File: config.mk
export PLATFORM = sky130hd
export DESIGN_NAME = frogger_move_encoder
export DESIGN_NICKNAME = d
export VERILOG_FILES = /design/src/rtl/frogger_pkg.sv /design/src/rtl/frogger_move_encoder.sv
export SDC_FILE = /design/constraint.sdc
export NUM_CORES = 1
export LEC_CHECK = 0
export BUFFER_PORTS_ARGS = -buffer_cell sky130_fd_sc_hd__buf_2
export CAP_MARGIN = 20
export CORE_MARGIN = 4
export CORE_UTILIZATION = 30
export DETAILED_ROUTE_END_ITERATION = 7
export SKIP_LAST_GASP = 1
export SLEW_MARGIN = 5
export SYNTH_ARGS = -nofsm -noshare
export SYNTH_HDL_FRONTEND = slang
export SYNTH_SLANG_ARGS = --single-unit
File: constraint.sdc
create_clock -name i_Clk -period 2.4 [get_ports i_Clk]
set_input_delay 0.48 -clock i_Clk [delete_from_list [all_inputs] [get_ports i_Clk]]
set_output_delay 0.48 -clock i_Clk [all_outputs]
set_load 0.05 [all_outputs]
File: src/rtl/frogger_pkg.sv
// rtl/frogger_pkg.sv - shared frog direction encodings and move-encoder state type
package frogger_pkg;

  // Direction codes, also used as the bit index of each switch in the level vector
  localparam logic [1:0] DIR_UP    = 2'b00;
  localparam logic [1:0] DIR_DOWN  = 2'b01;
  localparam logic [1:0] DIR_LEFT  = 2'b10;
  localparam logic [1:0] DIR_RIGHT = 2'b11;

  typedef enum logic {
    IDLE,
    HELD
  } state_t;

endpackage

File: src/rtl/frogger_move_encoder.sv
// rtl/frogger_move_encoder.sv - switch levels to handshaked frog moves with auto-repeat
module frogger_move_encoder
  import frogger_pkg::*;
#(
  parameter int REPEAT_DELAY  = 6_250_000,
  parameter int REPEAT_PERIOD = 3_125_000
) (
  input  logic       i_Clk,
  input  logic       i_Rst,
  input  logic       i_Up,
  input  logic       i_Down,
  input  logic       i_Left,
  input  logic       i_Right,
  input  logic       i_Move_Ready,
  output logic       o_Move_Valid,
  output logic [1:0] o_Move_Dir,
  output logic       o_Held
);

  localparam int MAX_LIM = (REPEAT_DELAY > REPEAT_PERIOD) ? REPEAT_DELAY : REPEAT_PERIOD;
  localparam int CW      = $clog2(MAX_LIM);
  localparam logic [CW-1:0] LIM_FIRST = CW'(REPEAT_DELAY - 1);
  localparam logic [CW-1:0] LIM_LATER = CW'(REPEAT_PERIOD - 1);

  // Switch levels indexed by direction code
  logic [3:0]    w_Sw;
  logic [3:0]    r_Prev;
  logic [3:0]    w_Rise;
  logic          w_Any_Rise;
  logic [1:0]    w_Win;

  state_t        r_State, w_State_Next;
  logic [1:0]    r_Dir, w_Dir_Next;
  logic [CW-1:0] r_Cnt, w_Cnt_Next;
  logic          r_First, w_First_Next;
  logic          w_Issue;
  logic [1:0]    w_Issue_Dir;
  logic          w_Repeat_Due;

  logic          r_Valid;
  logic [1:0]    r_Out_Dir;

  assign w_Sw       = {i_Right, i_Left, i_Down, i_Up};
  assign w_Rise     = w_Sw & ~r_Prev;
  assign w_Any_Rise = |w_Rise;
  assign w_Repeat_Due = r_First ? (r_Cnt == LIM_FIRST) : (r_Cnt == LIM_LATER);

  // Pick the highest-priority rising switch; later assignments win, so Up is last
  always_comb begin
    w_Win = DIR_RIGHT;
    if (w_Rise[DIR_LEFT]) w_Win = DIR_LEFT;
    if (w_Rise[DIR_DOWN]) w_Win = DIR_DOWN;
    if (w_Rise[DIR_UP])   w_Win = DIR_UP;
  end

  // Previous-level register for edge detection
  always_ff @(posedge i_Clk or posedge i_Rst) begin
    if (i_Rst) r_Prev <= 4'b0000;
    else       r_Prev <= w_Sw;
  end

  // Next-state logic: press tracking, retargeting and repeat timing
  always_comb begin
    w_State_Next = r_State;
    w_Dir_Next   = r_Dir;
    w_Cnt_Next   = r_Cnt;
    w_First_Next = r_First;
    w_Issue      = 1'b0;
    w_Issue_Dir  = r_Dir;
    case (r_State)
      IDLE: begin
        if (w_Any_Rise) begin
          w_State_Next = HELD;
          w_Dir_Next   = w_Win;
          w_Issue      = 1'b1;
          w_Issue_Dir  = w_Win;
          w_Cnt_Next   = '0;
          w_First_Next = 1'b1;
        end
      end
      HELD: begin
        // A new press takes over tracking whether or not the old switch was released
        if (w_Any_Rise) begin
          w_Dir_Next   = w_Win;
          w_Issue      = 1'b1;
          w_Issue_Dir  = w_Win;
          w_Cnt_Next   = '0;
          w_First_Next = 1'b1;
        end else if (!w_Sw[r_Dir]) begin
          w_State_Next = IDLE;
          w_Cnt_Next   = '0;
          w_First_Next = 1'b1;
        end else if (w_Repeat_Due) begin
          w_Issue      = 1'b1;
          w_Issue_Dir  = r_Dir;
          w_Cnt_Next   = '0;
          w_First_Next = 1'b0;
        end else begin
          w_Cnt_Next   = r_Cnt + 1'b1;
        end
      end
      default: begin
        w_State_Next = IDLE;
        w_Cnt_Next   = '0;
        w_First_Next = 1'b1;
      end
    endcase
  end

  // FSM state, tracked direction and repeat timer registers
  always_ff @(posedge i_Clk or posedge i_Rst) begin
    if (i_Rst) begin
      r_State <= IDLE;
      r_Dir   <= DIR_UP;
      r_Cnt   <= '0;
      r_First <= 1'b1;
    end else begin
      r_State <= w_State_Next;
      r_Dir   <= w_Dir_Next;
      r_Cnt   <= w_Cnt_Next;
      r_First <= w_First_Next;
    end
  end

  // One-entry output slot; a new move replaces an unaccepted one
  always_ff @(posedge i_Clk or posedge i_Rst) begin
    if (i_Rst) begin
      r_Valid   <= 1'b0;
      r_Out_Dir <= DIR_UP;
    end else if (w_Issue) begin
      r_Valid   <= 1'b1;
      r_Out_Dir <= w_Issue_Dir;
    end else if (r_Valid && i_Move_Ready) begin
      r_Valid   <= 1'b0;
    end
  end

  assign o_Move_Valid = r_Valid;
  assign o_Move_Dir   = r_Out_Dir;
  assign o_Held       = (r_State == HELD);

endmodule

==> impl_metrics.tcl <==
set metrics [dict create \
    status "completed" \
    timing.critical_path.fanout_max 6 \
    ratio_of_routed_vias_to_standard_cells 5.290 \
    globalRoute.totalOverflow 0 \
    vias 1460 \
    ant_nets 0 \
    die_h_um 87.39 \
    cts.sinks 34 \
    worstPathRequired_ns 2.61 \
    area.growth.synth_to_final_pct 13.04 \
    post_cts.repair.setup_buffers 0 \
    post_cts_resized 0 \
    finalSetupViolations 0 \
    worst_ir_drop_on_vdd_mv 0.4150 \
    synth_top_flop_cell "dfrtp_1" \
    htree_levels 2 \
    placed_cells_incl_taps 268 \
    ios 11 \
    synth_warnings 0 \
    setup_repair_after_global_routing_missed_its_margin "no" \
    detailed_placer_s_ending_hpwl_um 2743 \
    firstDrtPassIters 4 \
    reg2reg_from "r_Cnt[0]" \
    maxSlewHeadroom_pct 70.66 \
    hold_viol 0 \
    tightestPinTransition_ns 0.4397 \
    syn_nets 192 \
    number_of_remaining_drc_errors 0 \
    sequential_cell_area_fraction_in_the_yosys_report_pct 45.07 \
    synth_enable_flop_cells 0 \
    antenna_cell_count 0 \
    synth.avg_cell_area_um2 10.27 \
    cap_violations 0 \
    routed_wire_length_per_instance_um 14.37 \
    worstSetupEndpoint "r_Cnt[22]" \
    timing.fmax_mhz 486.3 \
    post_layout_nonfiller_instances 276 \
    worst_r2r_endpoint "r_Cnt[22]" \
    design.die.area_um2 7636 \
    critPathKind "flop to flop" \
    reg2reg_setup_slack_ns 0.34 \
    async_flop_share_pct 100.0 \
    end_kind "flop" \
    grt_first_pass_wirelength_um 6837 \
    grt_max_degree 35 \
    nets 208 \
    tritoncts "done" \
    finalCriticalPeriod_ns 2.056 \
    drtIter0Drc 73 \
    reg2regPathDepth 6 \
    final.setup.tns_ns 0 \
    cts_buffer_depth 2 \
    synth_most_common_cell "dfrtp_1" \
    fp-row-count 28 \
    timing.critical_path.from_type "flop" \
    place_congestion 0.8086 \
    post_synth_instance_area_um2 1891 \
    core_region_area_um2 6026 \
    netlist.top_cell.by_area "dfrtp_1" \
    synth_top_area_share_pct 43.68 \
    number_of_distinct_standard_cells_referenced_by_the_synthesized_netlist 48 \
    period_share_pct 85.67 \
    cts_root_buffer "clkbuf_8" \
    count_of_hold_buffers_inserted_by_post_cts_repair 0 \
    chipWidth_um 87.39 \
    first_global_vias 1430 \
    drive_above_1_share_pct 22.39 \
    timing.clock.skew_ns 0.01175 \
    cp-startpoint "r_Cnt[0]" \
    starting_density_of_the_core_pct 31.37 \
    timing.critical_path.arrival_ns 2.26 \
    wl_um 3965 \
    most_area_consuming_cells_after_synthesis "dfrtp_1 44%, xor2_1 3.7%, a21oi_2 3.2%, nand2_1 3.2%, o21ai_0 2.9%" \
    path_clk_slew_ns 0.08 \
    worstHoldPathType "input pin to asynchronous set/reset pin" \
    clock_buffers_created_by_tritoncts 5 \
    grt_usage_pct 11.40 \
    worst_skew_pair.late_latency_ns 0.29 \
    synth-seq-cells 34 \
    count_of_input_and_output_buffers 10 \
    number_of_filler_cells_placed_in_the_layout 651 \
    static-leakage-power_uw 0.0008321 \
    power_per_cell_area_nw_per_um2 559.9 \
    grt_antenna_before_repair 0 \
    slew_viol_final 0 \
    yosys-top-cells-count "33 x dfrtp_1, 16 x nand2_1, 11 x o21ai_0" \
    postSynthCellCount 184 \
]
-- kinds of logic after synthesis --
| group | count (synthesis) | share of synthesized area [%] |
|---|---|---|
| adders and majority gates | 1 | 0.6617 |
| xor gates and xnor gates | 11 | 5.096 |
| muxes | 4 | 2.912 |
| and+or+nand+nor | 79 | 25.74 |
| buffers and inverters | 15 | 4.169 |
| DFF | 34 | 45.07 |
| AOI/OAI and AO/OA | 40 | 16.35 |
-- worst max-delay path, stage by stage (launching register included) --
cell and delay [ns]:
dfrtp_1 0.40, ha_1 0.30, and4_1 0.35, and4_1 0.29, nand4_1 0.13, or4_1 0.41, o211ai_1 0.09
-- where the power goes --
group          leakage (uW)  switching (uW)  internal (uW)
sequential         0.000447            17.5            591
combinational      0.000337             106           47.6
clock             0.0000482             203            231
-- how the worst min path moves through the flow --
stage	slack, ns	end	from
floorplan	0.47	r_Cnt[0]	r_Cnt[0]
finish	0.29	o_Held	i_Rst
global route	0.33	o_Move_Valid	i_Rst
detailed placement	0.49	o_Move_Dir[1]	o_Move_Dir[1]
CTS	0.31	r_Cnt[16]	i_Rst
global placement	0.49	o_Move_Dir[0]	o_Move_Dir[0]
-- area by class of cell --
type,count,area [um2],area share (%)
tap,75,93.84,4.391
clock buffer,7,86.33,4.040
sequential,34,852.1,39.87
timing repair buffer,20,125.1,5.855
clock inverter,1,5.005,0.2342
multi-input combinational,135,959.7,44.91
inverter,4,15.01,0.7026
-- per-stage QoR --
step	cell area (um2)	setup slack [ns]	hold WS (ns)	utilization, %	power, uW
after floorplan	1891	0.2714	0.4731	-	731.6
after global placement	2046	0.1505	0.4875	33.95	771.9
after detailed placement	2046	0.09473	0.4910	33.95	774.8
after CTS	2137	0.3178	0.3079	35.47	1214
after global routing	2137	0.09468	0.3275	35.47	1255
final	2137	0.3438	0.2873	35.47	1197
-- per-layer routing --
| layer | GRT usage [%] | share of wire [%] | vias to the layer above |
|---|---|---|---|
| met2 | 16.71 | 46 | 15 |
| met5 | 0 | 0 | - |
| met3 | 3.027 | 3.1 | 2 |
| li1 | - | - | 720 |
| met4 | 4.603 | 0.93 | 0 |
| met1 | 15.83 | 50 | 723 |
-- flip-flops by register name, summed over array words and instances, names as in the netlist --
register / cells
o_Move_Valid: 1
r_First: 1
r_Prev: 4
o_Move_Dir: 2
r_Cnt: 23
r_Dir: 2
o_Held: 1
-- placed cells by master, fill, tap and decap left out, types with 4 or more instances in the layout --
master,netlist,final
dfrtp_1,33,33
nand2_1,16,16
o21ai_0,11,11
buf_2,3,10
buf_4,1,10
xor2_1,8,8
nor2_1,7,7
a21oi_2,7,7
clkbuf_8,0,6
nand3_1,5,5
and4_1,5,5
nor3_1,5,5
o2111ai_1,5,5
nor4bb_1,4,4
and3_1,4,4
or3_1,4,4
nand4_1,4,4
inv_1,4,4
No activity file was read; power rests on OpenSTA's default activity.
